`src/rtl/banco_regs_pkg.sv`:
```
// Shared op-code definitions for the banco_regs register bank and its
// combinational operation unit.
package banco_regs_pkg;

  typedef logic [2:0] op_t;

  localparam op_t OP_HOLD  = 3'd0;
  localparam op_t OP_CLEAR = 3'd1;
  localparam op_t OP_LOAD  = 3'd2;
  localparam op_t OP_INC   = 3'd3;
  localparam op_t OP_DEC   = 3'd4;
  localparam op_t OP_SHL   = 3'd5;
  localparam op_t OP_SHR   = 3'd6;
  localparam op_t OP_RSVD  = 3'd7;

endpackage

```
`src/rtl/banco_regs_op_unit.sv`:
```
// Combinational datapath: computes the write-back value and would-be flags
// for one register-level operation.
module reg_op_unit
  import banco_regs_pkg::*;
#(
  parameter int WIDTH = 4
) (
  input  logic [WIDTH-1:0] r,
  input  logic [WIDTH-1:0] barramento,
  input  logic [2:0]       op,
  output logic [WIDTH-1:0] result,
  output logic             zero_n,
  output logic             carry_n,
  output logic             exec
);

  logic [WIDTH:0] sum;

  // NOTE: every output gets a default before the case, so no path through
  // this block leaves a signal unassigned and no latch is inferred.
  always_comb begin
    result  = r;
    carry_n = 1'b0;
    exec    = 1'b1;
    sum     = {1'b0, r} + {{WIDTH{1'b0}}, 1'b1};
    unique case (op_t'(op))
      OP_CLEAR: result = '0;
      OP_LOAD:  result = barramento;
      OP_INC: begin
        result  = sum[WIDTH-1:0];
        carry_n = sum[WIDTH];
      end
      OP_DEC: begin
        result  = r - {{(WIDTH-1){1'b0}}, 1'b1};
        carry_n = (r == '0);
      end
      OP_SHL: begin
        result  = {r[WIDTH-2:0], 1'b0};
        carry_n = r[WIDTH-1];
      end
      OP_SHR: begin
        result  = {1'b0, r[WIDTH-1:1]};
        carry_n = r[0];
      end
      default: exec = 1'b0;
    endcase
    zero_n = (result == '0);
  end

endmodule

```
`src/rtl/banco_regs.sv`:
```
// Parametrised register bank: one read-modify-write op per cycle on a
// selected register, two forwarded registered read ports, zero/carry flags.
module banco_regs
  import banco_regs_pkg::*;
#(
  parameter int WIDTH  = 4,
  parameter int NREGS  = 4,
  localparam int ADDR_W = $clog2(NREGS)
) (
  input  logic              clock,
  input  logic              reset_n,
  input  logic [WIDTH-1:0]  barramento,
  input  logic [2:0]        op,
  input  logic [ADDR_W-1:0] sel_w,
  input  logic [ADDR_W-1:0] sel_a,
  input  logic [ADDR_W-1:0] sel_b,
  output logic [WIDTH-1:0]  a,
  output logic [WIDTH-1:0]  b,
  output logic              zero,
  output logic              carry
);

  localparam logic [ADDR_W:0] NREGS_L = (ADDR_W + 1)'(NREGS);

  logic [WIDTH-1:0] regs [NREGS];
  logic [WIDTH-1:0] r_cur;
  logic [WIDTH-1:0] result;
  logic             zero_n;
  logic             carry_n;
  logic             exec;
  logic             w_ok;
  logic             a_ok;
  logic             b_ok;
  logic             do_write;
  logic [WIDTH-1:0] a_next;
  logic [WIDTH-1:0] b_next;

  assign w_ok     = ({1'b0, sel_w} < NREGS_L);
  assign a_ok     = ({1'b0, sel_a} < NREGS_L);
  assign b_ok     = ({1'b0, sel_b} < NREGS_L);
  assign r_cur    = w_ok ? regs[sel_w] : '0;
  assign do_write = exec && w_ok;

  reg_op_unit #(.WIDTH(WIDTH)) u_op (
    .r          (r_cur),
    .barramento (barramento),
    .op         (op),
    .result     (result),
    .zero_n     (zero_n),
    .carry_n    (carry_n),
    .exec       (exec)
  );

  // Write-first: a port selecting the register being written sees the new value.
  always_comb begin
    a_next = '0;
    b_next = '0;
    if (a_ok) a_next = (do_write && sel_a == sel_w) ? result : regs[sel_a];
    if (b_ok) b_next = (do_write && sel_b == sel_w) ? result : regs[sel_b];
  end

  // NOTE: the bank is a handful of flops, not a RAM macro, so clearing every
  // entry in reset is cheap and gives a defined power-up state.
  always_ff @(posedge clock) begin
    if (!reset_n) begin
      for (int i = 0; i < NREGS; i++) regs[i] <= '0;
    end else if (do_write) begin
      regs[sel_w] <= result;
    end
  end

  // NOTE: state is updated with non-blocking assignments so every flop
  // samples pre-edge values regardless of statement order.
  always_ff @(posedge clock) begin
    if (!reset_n) begin
      a     <= '0;
      b     <= '0;
      zero  <= 1'b0;
      carry <= 1'b0;
    end else begin
      a <= a_next;
      b <= b_next;
      if (do_write) begin
        zero  <= zero_n;
        carry <= carry_n;
      end
    end
  end

endmodule

```
`config.mk`:
```
export PLATFORM = sky130hd
export DESIGN_NAME = banco_regs
export DESIGN_NICKNAME = d
export VERILOG_FILES = /design/src/rtl/banco_regs_pkg.sv /design/src/rtl/banco_regs_op_unit.sv /design/src/rtl/banco_regs.sv
export SDC_FILE = /design/constraint.sdc
export NUM_CORES = 1
export LEC_CHECK = 0
export CORE_MARGIN = 10
export CORE_UTILIZATION = 50
export CTS_BUF_LIST = sky130_fd_sc_hd__clkbuf_2
export DETAILED_ROUTE_END_ITERATION = 8
export PLACE_DENSITY = 0.8
export SLEW_MARGIN = 20
export SYNTH_ARGS = -nofsm -noshare
export SYNTH_HDL_FRONTEND = slang
export SYNTH_HIERARCHICAL = 1
export SYNTH_SLANG_ARGS = --single-unit
```
`constraint.sdc`:
```
create_clock -name clock -period 2.75 [get_ports clock]
set_input_delay 0.6875 -clock clock [delete_from_list [all_inputs] [get_ports clock]]
set_output_delay 0.6875 -clock clock [all_outputs]
set_load 0.01 [all_outputs]
```
[Word-level counts from Yosys, hierarchy flattened]
Memories as Yosys holds them, arrays and structs flattened. A register that Yosys moved wholly into a read port is not among the register bits.
Index checks and enable logic that the tools add are counted.
Cells by class
  reductions and logical operators: 6
  eq/ne operators: 6
  $add $sub $neg: 2
  muxes and demuxes: 10
Operators with widths (count)
  $pmux 4 s6: 1
  $eq 3x3->1 const B: 3
  $logic_not 4->1: 2
  $eq 3x2->1 const B: 2
  $mux 1: 6
  $reduce_or 6->1: 1
  $add 4x1->5 const B: 1
  $mux 4: 1
  $pmux 1 s4: 1
  $reduce_or 4->1: 1
  $sub 4x1->4 const B: 1
  $eq 3x1->1 const B: 1
  $logic_not 1->1: 2
  $mux 2: 1
Word-level totals
  memories kept: 1
  logic and storage cells: 27
  RAM bits: 16
  register bits: 2
  input port bits: 15
  output and inout bits: 10
Memory list
  regs: words 4, bits a word 4, rd ports 3, clocked after Yosys merged registers in 2, write ports 4, line banco_regs.sv:25  | logic [WIDTH-1:0] regs [NREGS];

[Longest topological paths before layout]
  depth after elaboration: 8
  gate-level depth with buffers: 11
  depth with buffers taken out: 10

[Hierarchy]
Netlist, hierarchy kept.
By module, submodules not included
  banco_regs: cells each 107, area an instance 1430.1 µm², times used 1, sequential area each 680.7 µm²
  reg_op_unit: cells each 58, area an instance 404.1 µm², times used 1, sequential area each 0.0 µm²

[Worst setup path after synthesis]
No wires, ideal clock.
  path kind: input -> register
  start point: input port sel_w[0]
  end point: memory regs[3][1], data pin
  data arrival time: 2598 ps
  setup slack: -103 ps
  setup time: 255 ps
  buffers on the path: 1
  stages on the path: 8
  cells stage by stage: buf_4 > mux4_2 > inv_1 > ha_1 > mux2_2 > a221oi_1 > a311oi_1 > and3_1
RTL lines
  start, declared: line banco_regs.sv:14  | input logic [ADDR_W-1:0] sel_w,
  end, declared: line banco_regs.sv:25

==> impl_metrics.env <==
export IMPL_run_status="finished clean"
export IMPL_timing_fmax_mhz=402
export IMPL_layout_filler_cells=268
export IMPL_timing_critical_path_required_ns=2.90
export IMPL_critical_path_startpoint_type="input pin"
export IMPL_areaGrowthSynthToFinish_pct=23.9
export IMPL_number_of_enable_flip_flop_cells_after_synthesis=16
export IMPL_tritoncts_clock_tree="done"
export IMPL_post_dp_hpwl_um=3560
export IMPL_area_share_of_the_leading_cell_type_in_the_synthesized_netlist=0.262
export IMPL_max_root_sink_buffers=2
export IMPL_per_instance_average_area_after_synthesis_um2=11.1
export IMPL_grt_setup_unrepaired="false"
export IMPL_async_flop_share=0
export IMPL_place_gp_congestion=0.864
export IMPL_crit_path_top_delay_cell="mux4_2"
export IMPL_postCtsSetupBuffers=0
export IMPL_grt_max_degree=17
export IMPL_timing_worst_slew_pin_value_ns=0.454
export IMPL_cp_arrival_ns=2.64
export IMPL_final_period_minus_worst_setup_slack_ns=2.49
export IMPL_clkSlewWorstSetupHoldPaths_ns=0.23
export IMPL_wire_per_inst_um=17.8
export IMPL_synth_cells=165
export IMPL_finalMaxSlewViolations=0
export IMPL_postSynthNetCount=183
export IMPL_cpLargestDelayFamily="multiplexers"
export IMPL_setup_tns_ns=0
export IMPL_yosys_register_bits=26
export IMPL_worst_path_max_fanout=5
export IMPL_setup_violations_final=0
export IMPL_post_synth_top_count_cell="nand2_1"
export IMPL_placement_io_buffers=24
export IMPL_crit_chain="clkbuf_2 > mux4_2 > buf_4 > nor3_2 > xnor2_1 > nor3_1 > o32a_1 > buf_4 > and2_1"
export IMPL_grt_total_usage=0.142
export IMPL_globalRouteOverflowTotal=0
export IMPL_cell_type_with_the_largest_total_area_after_synthesis="edfxtp_1"
export IMPL_multi_input_area_um2=1060
export IMPL_numClockSinks=26
export IMPL_timing_worst_setup_path_type="in2reg"
export IMPL_route_detailed_drc=0
export IMPL_hold_viol=0
export IMPL_antennaDiodeCount=0
export IMPL_power_leakage_uw=0.000920
export IMPL_grt_pass1_vias=1529
export IMPL_total_power_uw=1030
export IMPL_synth_cells_most_frequent="nand2_1, edfxtp_1, and2_1, mux2i_1, mux4_2"
export IMPL_post_synth_main_area_contributors="edfxtp_1, mux4_2, dfxtp_1, mux2i_1, and2_1"
export IMPL_slew_limit_headroom=0.698
export IMPL_drt_vias_per_instance=5.73
export IMPL_worst_voltage_drop_across_the_vdd_grid_uv=398
export IMPL_boundaryPins=25
export IMPL_die_x_um=80.6
export IMPL_endpoint_kind="flip-flop"
export IMPL_stdcell_area_um2=2270
export IMPL_cts_htree_levels=1
export IMPL_hold_path_class="reg2reg"
export IMPL_synth_yosys_warnings=6
export IMPL_postCtsHoldBufs=0
export IMPL_ant_nets=0
export IMPL_die_y_um=80.6
export IMPL_cpMostUsedCell="buf_4"
export IMPL_design_die_area_um2=6490
export IMPL_clock_latency_of_the_later_clocked_register_in_the_worst_skew_pair_ns=0.37
export IMPL_seqCellArea_um2=681
export IMPL_drt_initial_drc_count=124
export IMPL_cts_inserted_buffers=3
export IMPL_synth_ff_type="edfxtp_1"
export IMPL_layout_worst_path_cycle_share=0.905
export IMPL_finish_net_count=222
export IMPL_count_of_buffer_and_inverter_cells_on_the_critical_path=3
export IMPL_grt_pass1_wl_um=7360
export IMPL_post_dp_cell_area_um2=2230
export IMPL_yosysUniqueCellTypes=45
export IMPL_clock_skew_final_ns=0.0245
export IMPL_p_per_area_nw_per_um2=455
export IMPL_netlist_area_um2=1830
export IMPL_num_rows=21
export IMPL_number_of_antenna_violations_at_the_first_check_in_global_routing=0
export IMPL_layout_drive_gt1_share=0.266
export IMPL_maxCapViolCount=0
export IMPL_seq_area_frac_synth=0.371
export IMPL_drt_pass1_iterations=4
export IMPL_drt_wirelength_um=4430
export IMPL_root_buffer_master="clkbuf_2"
export IMPL_layout_core_utilization=0.660
export IMPL_core_area_um2=3440
export IMPL_initial_utilization=0.533
export IMPL_slowest_delay_ns=0.56
export IMPL_vias=1428
## per-layer routing
layer  part of all wire  GRT usage  vias to the layer above
met5                  0          0                        -
met4              0.020     0.0475                        0
met3              0.082     0.0423                       10
met2               0.48      0.237                       61
met1               0.42      0.168                      675
li1                   -          -                      682
## flip-flops by register name (all words and copies together) (netlist names)
register  flops
a             4
regs         16
zero          1
carry         1
b             4
## final timing paths
check | endpoint | slack [ns] | cells after the start | startpoint
min reg2reg | zero | 0.54 | 2 | zero
max | regs[0][3] | 0.26 | 9 | sel_w[0]
min | zero | 0.54 | 2 | zero
max reg2reg | regs[0][3] | 0.30 | 8 | regs[0][0]
## where the power goes
| part | total, uW | switching (uW) | internal [uW] |
|---|---|---|---|
| clock | 245 | 120 | 125 |
| combinational | 322 | 158 | 165 |
| sequential | 466 | 18.2 | 447 |
## cell type report
class | count | share of cell area
Clock buffer | 3 | 0.00660
Tap cell | 46 | 0.0253
Clock inverter | 1 | 0.0132
Sequential cell | 26 | 0.299
Multi-Input combinational cell | 122 | 0.468
Timing Repair Buffer | 47 | 0.181
Inverter | 4 | 0.00660
## repair_timing
item                                    4_1_cts  5_1_grt
gates resized for setup                       2        3
hold endpoints to repair                      0        0
endpoints found under the setup margin       26       16
## tightest hold or removal path, delay by kind of cell (launching register included)
kind | cells | cell delay [ns]
DFF | 1 | 0.36
muxes | 1 | 0.11
and+or+nand+nor | 1 | 0.05
## through the flow
stage	setup WS [ns]	instances	hold WS, ns
floorplan	0.00195	165	0.539
global placement	-0.579	245	0.498
detailed placement	-0.620	245	0.506
CTS	0.0234	249	0.544
global route	0.168	249	0.566
finish	0.261	249	0.538
## cells in the final DEF, fill, tap and decap left out, types with 2 or more instances in the layout
cell type	count
a21oi_1	4
and2_1	12
and3_1	4
buf_4	23
clkbuf_2	4
clkdlybuf4s50_1	22
dfxtp_1	10
edfxtp_1	16
ha_1	3
inv_1	2
inv_2	2
mux2i_1	12
mux4_2	12
nand2_1	19
nand2b_1	5
nand3_1	3
nor2_1	6
nor2b_1	5
nor3_1	4
nor3b_1	2
nor4_2	2
o21ai_0	2
o31ai_1	2
xnor2_1	3
xor2_1	3
## cell families (layout without fill, tap and decap cells)
kind of cell    Yosys count  in the layout  synth area share
xor+xnor                  6              6            0.0287
fa+ha+maj                 3              3            0.0205
compound gates           19             19            0.0866
mux                      25             25             0.219
simple gates             69             69             0.217
buf+inv                  17             55            0.0573
flops                    26             26             0.371
(Power assumes the default switching activity.)
==> RTL edit (config.mk and constraints unchanged) <==
Register the output `a` once more, without a reset; this adds one clock of latency there. The other outputs are not delayed to match. Comments in the files are not updated.
--- a/src/rtl/banco_regs.sv
+++ b/src/rtl/banco_regs.sv
@@ -21,6 +21,8 @@
 );
 
   localparam logic [ADDR_W:0] NREGS_L = (ADDR_W + 1)'(NREGS);
+
+  logic [WIDTH-1:0] a_s0;
 
   logic [WIDTH-1:0] regs [NREGS];
   logic [WIDTH-1:0] r_cur;
@@ -73,12 +75,12 @@
   // samples pre-edge values regardless of statement order.
   always_ff @(posedge clock) begin
     if (!reset_n) begin
-      a     <= '0;
+      a_s0  <= '0;
       b     <= '0;
       zero  <= 1'b0;
       carry <= 1'b0;
     end else begin
-      a <= a_next;
+      a_s0 <= a_next;
       b <= b_next;
       if (do_write) begin
         zero  <= zero_n;
@@ -87,5 +89,9 @@
     end
   end
 
+  always_ff @(posedge clock) begin
+    a <= a_s0;
+  end
+
 endmodule
 
Function: changed (a bounded check fails within 4 cycles, from zero or initial values and one cycle with reset_n low).
==> RTL edit against the original RTL <==
Wire length grew 3.9%. Clock skew shrank 0.016 ns. Final area grew 7.0%. Sequential power grew 14%. Synthesized area grew 7.2%. Combinational power grew 6%. Setup slack lost 0.12 ns. Sequential cell count grew 4. Register-to-register slack lost 0.09 ns. Power grew 3.1%. Critical path type unchanged. Critical endpoint is now b[1].
==> RTL edit: results (changes against the original RTL) <==
metric,value,unit,change
status,"complete, no violations",,
final worst-path cycle share,94.9,%,+4.4 points
Final nets,233,,+5.0%
Reg-to-Reg End,b[1],,
pin count of the biggest net entering global routing,16,,-1
"Seq/Total Area, Yosys",38.7,%,+1.6 points
wire per inst,17.4,µm,-2.0%
count of cell types in the netlist,51,,+13%
metal3 WL,421,µm,+16%
Placed Instance Area,0.00240,mm²,+7.9%
worst r2r src,regs[3][1],,
dpl ws,-0.759,ns,-0.139 ns
total wire length,4600,µm,+3.9%
CTS buffer count,5,,+2
Max rail drop VDD,321,µV,-20%
fraction of layout cells with a size suffix above 1,30.1,%,+3.5 points
DR iter-0 viols,118,,-4.8%
Mapped Cells,170,,+3.0%
Synth area leaders,"edfxtp_1 24%, dfxtp_1 14%, mux4_2 14%",,
"CTS clk-pin slew, worst paths",0.13,ns,-0.10 ns
met2 routed WL,2250,µm,+5.7%
vias in the first global route,1597,,+4.4%
placed insts,256,,+4.5%
DRT met1 WL,1850,µm,+0.38%
leakage power,0.975,nW,+6.0%
Total GRT Usage,14.6,%,+0.41 points
critical-path maximum fanout,6,,+1
==> RTL edit: power by group <==
part | internal [mW] | switching (mW) | total [mW]
clock | 0.0541 | 0.141 | 0.195
sequential | 0.510 | 0.0195 | 0.530
combinational | 0.181 | 0.160 | 0.341
total | 0.745 | 0.320 | 1.07
==> RTL edit: kinds of logic after synthesis <==
kind of cell               Yosys count  share of synthesized area, %
and+or+nand+nor                     66                          20.2
muxes                               21                          19.4
AOI/OAI and AO/OA                   28                          11.6
buffers and inverters               17                          5.98
adders and majority gates            3                          1.91
DFF                                 30                          38.7
xor gates and xnor gates             5                          2.23
==> RTL edit: layout make-up <==
type,instances,area (µm²)
inverters,5,18.8
multi-input cells,123,1130
clock buffers,5,25.0
clock inverters,3,11.3
fillers,302,1310
repair buffers,50,429
well taps,48,60.1
flip-flops and latches,30,761
==> RTL edit: metal layers <==
metal,vias up,track usage [%]
li1,737,-
met1,780,17.1
met2,69,24.8
met3,7,3.89
met4,0,5.69
met5,-,0
==> RTL edit: what timing repair did <==
item | in CTS | in global routing
pin swaps | 0 | 1
gates resized for setup | 4 | 2
setup endpoints to repair | 20 | 2
==> RTL edit: worst min path at each step <==
stage / startpoint / to / slack [ns] / depth (start not counted)
6_report: a_s0[0] / a[0] / 0.34 / 0
5_1_grt: a_s0[0] / a[0] / 0.35 / 0
4_1_cts: a_s0[3] / a[3] / 0.34 / 0
3_5_place_dp: a_s0[1] / a[1] / 0.31 / 0
3_3_place_gp: a_s0[1] / a[1] / 0.31 / 0
2_1_floorplan: a_s0[0] / a[0] / 0.31 / 0
==> RTL edit: worst max-delay path: stages <==
cell,delay [ns]
buf_2,0.17
mux4_2,0.57
inv_2,0.11
ha_4,0.20
mux2_4,0.26
a221oi_2,0.26
a311oi_2,0.14
and3_4,0.22
mux2_4,0.25
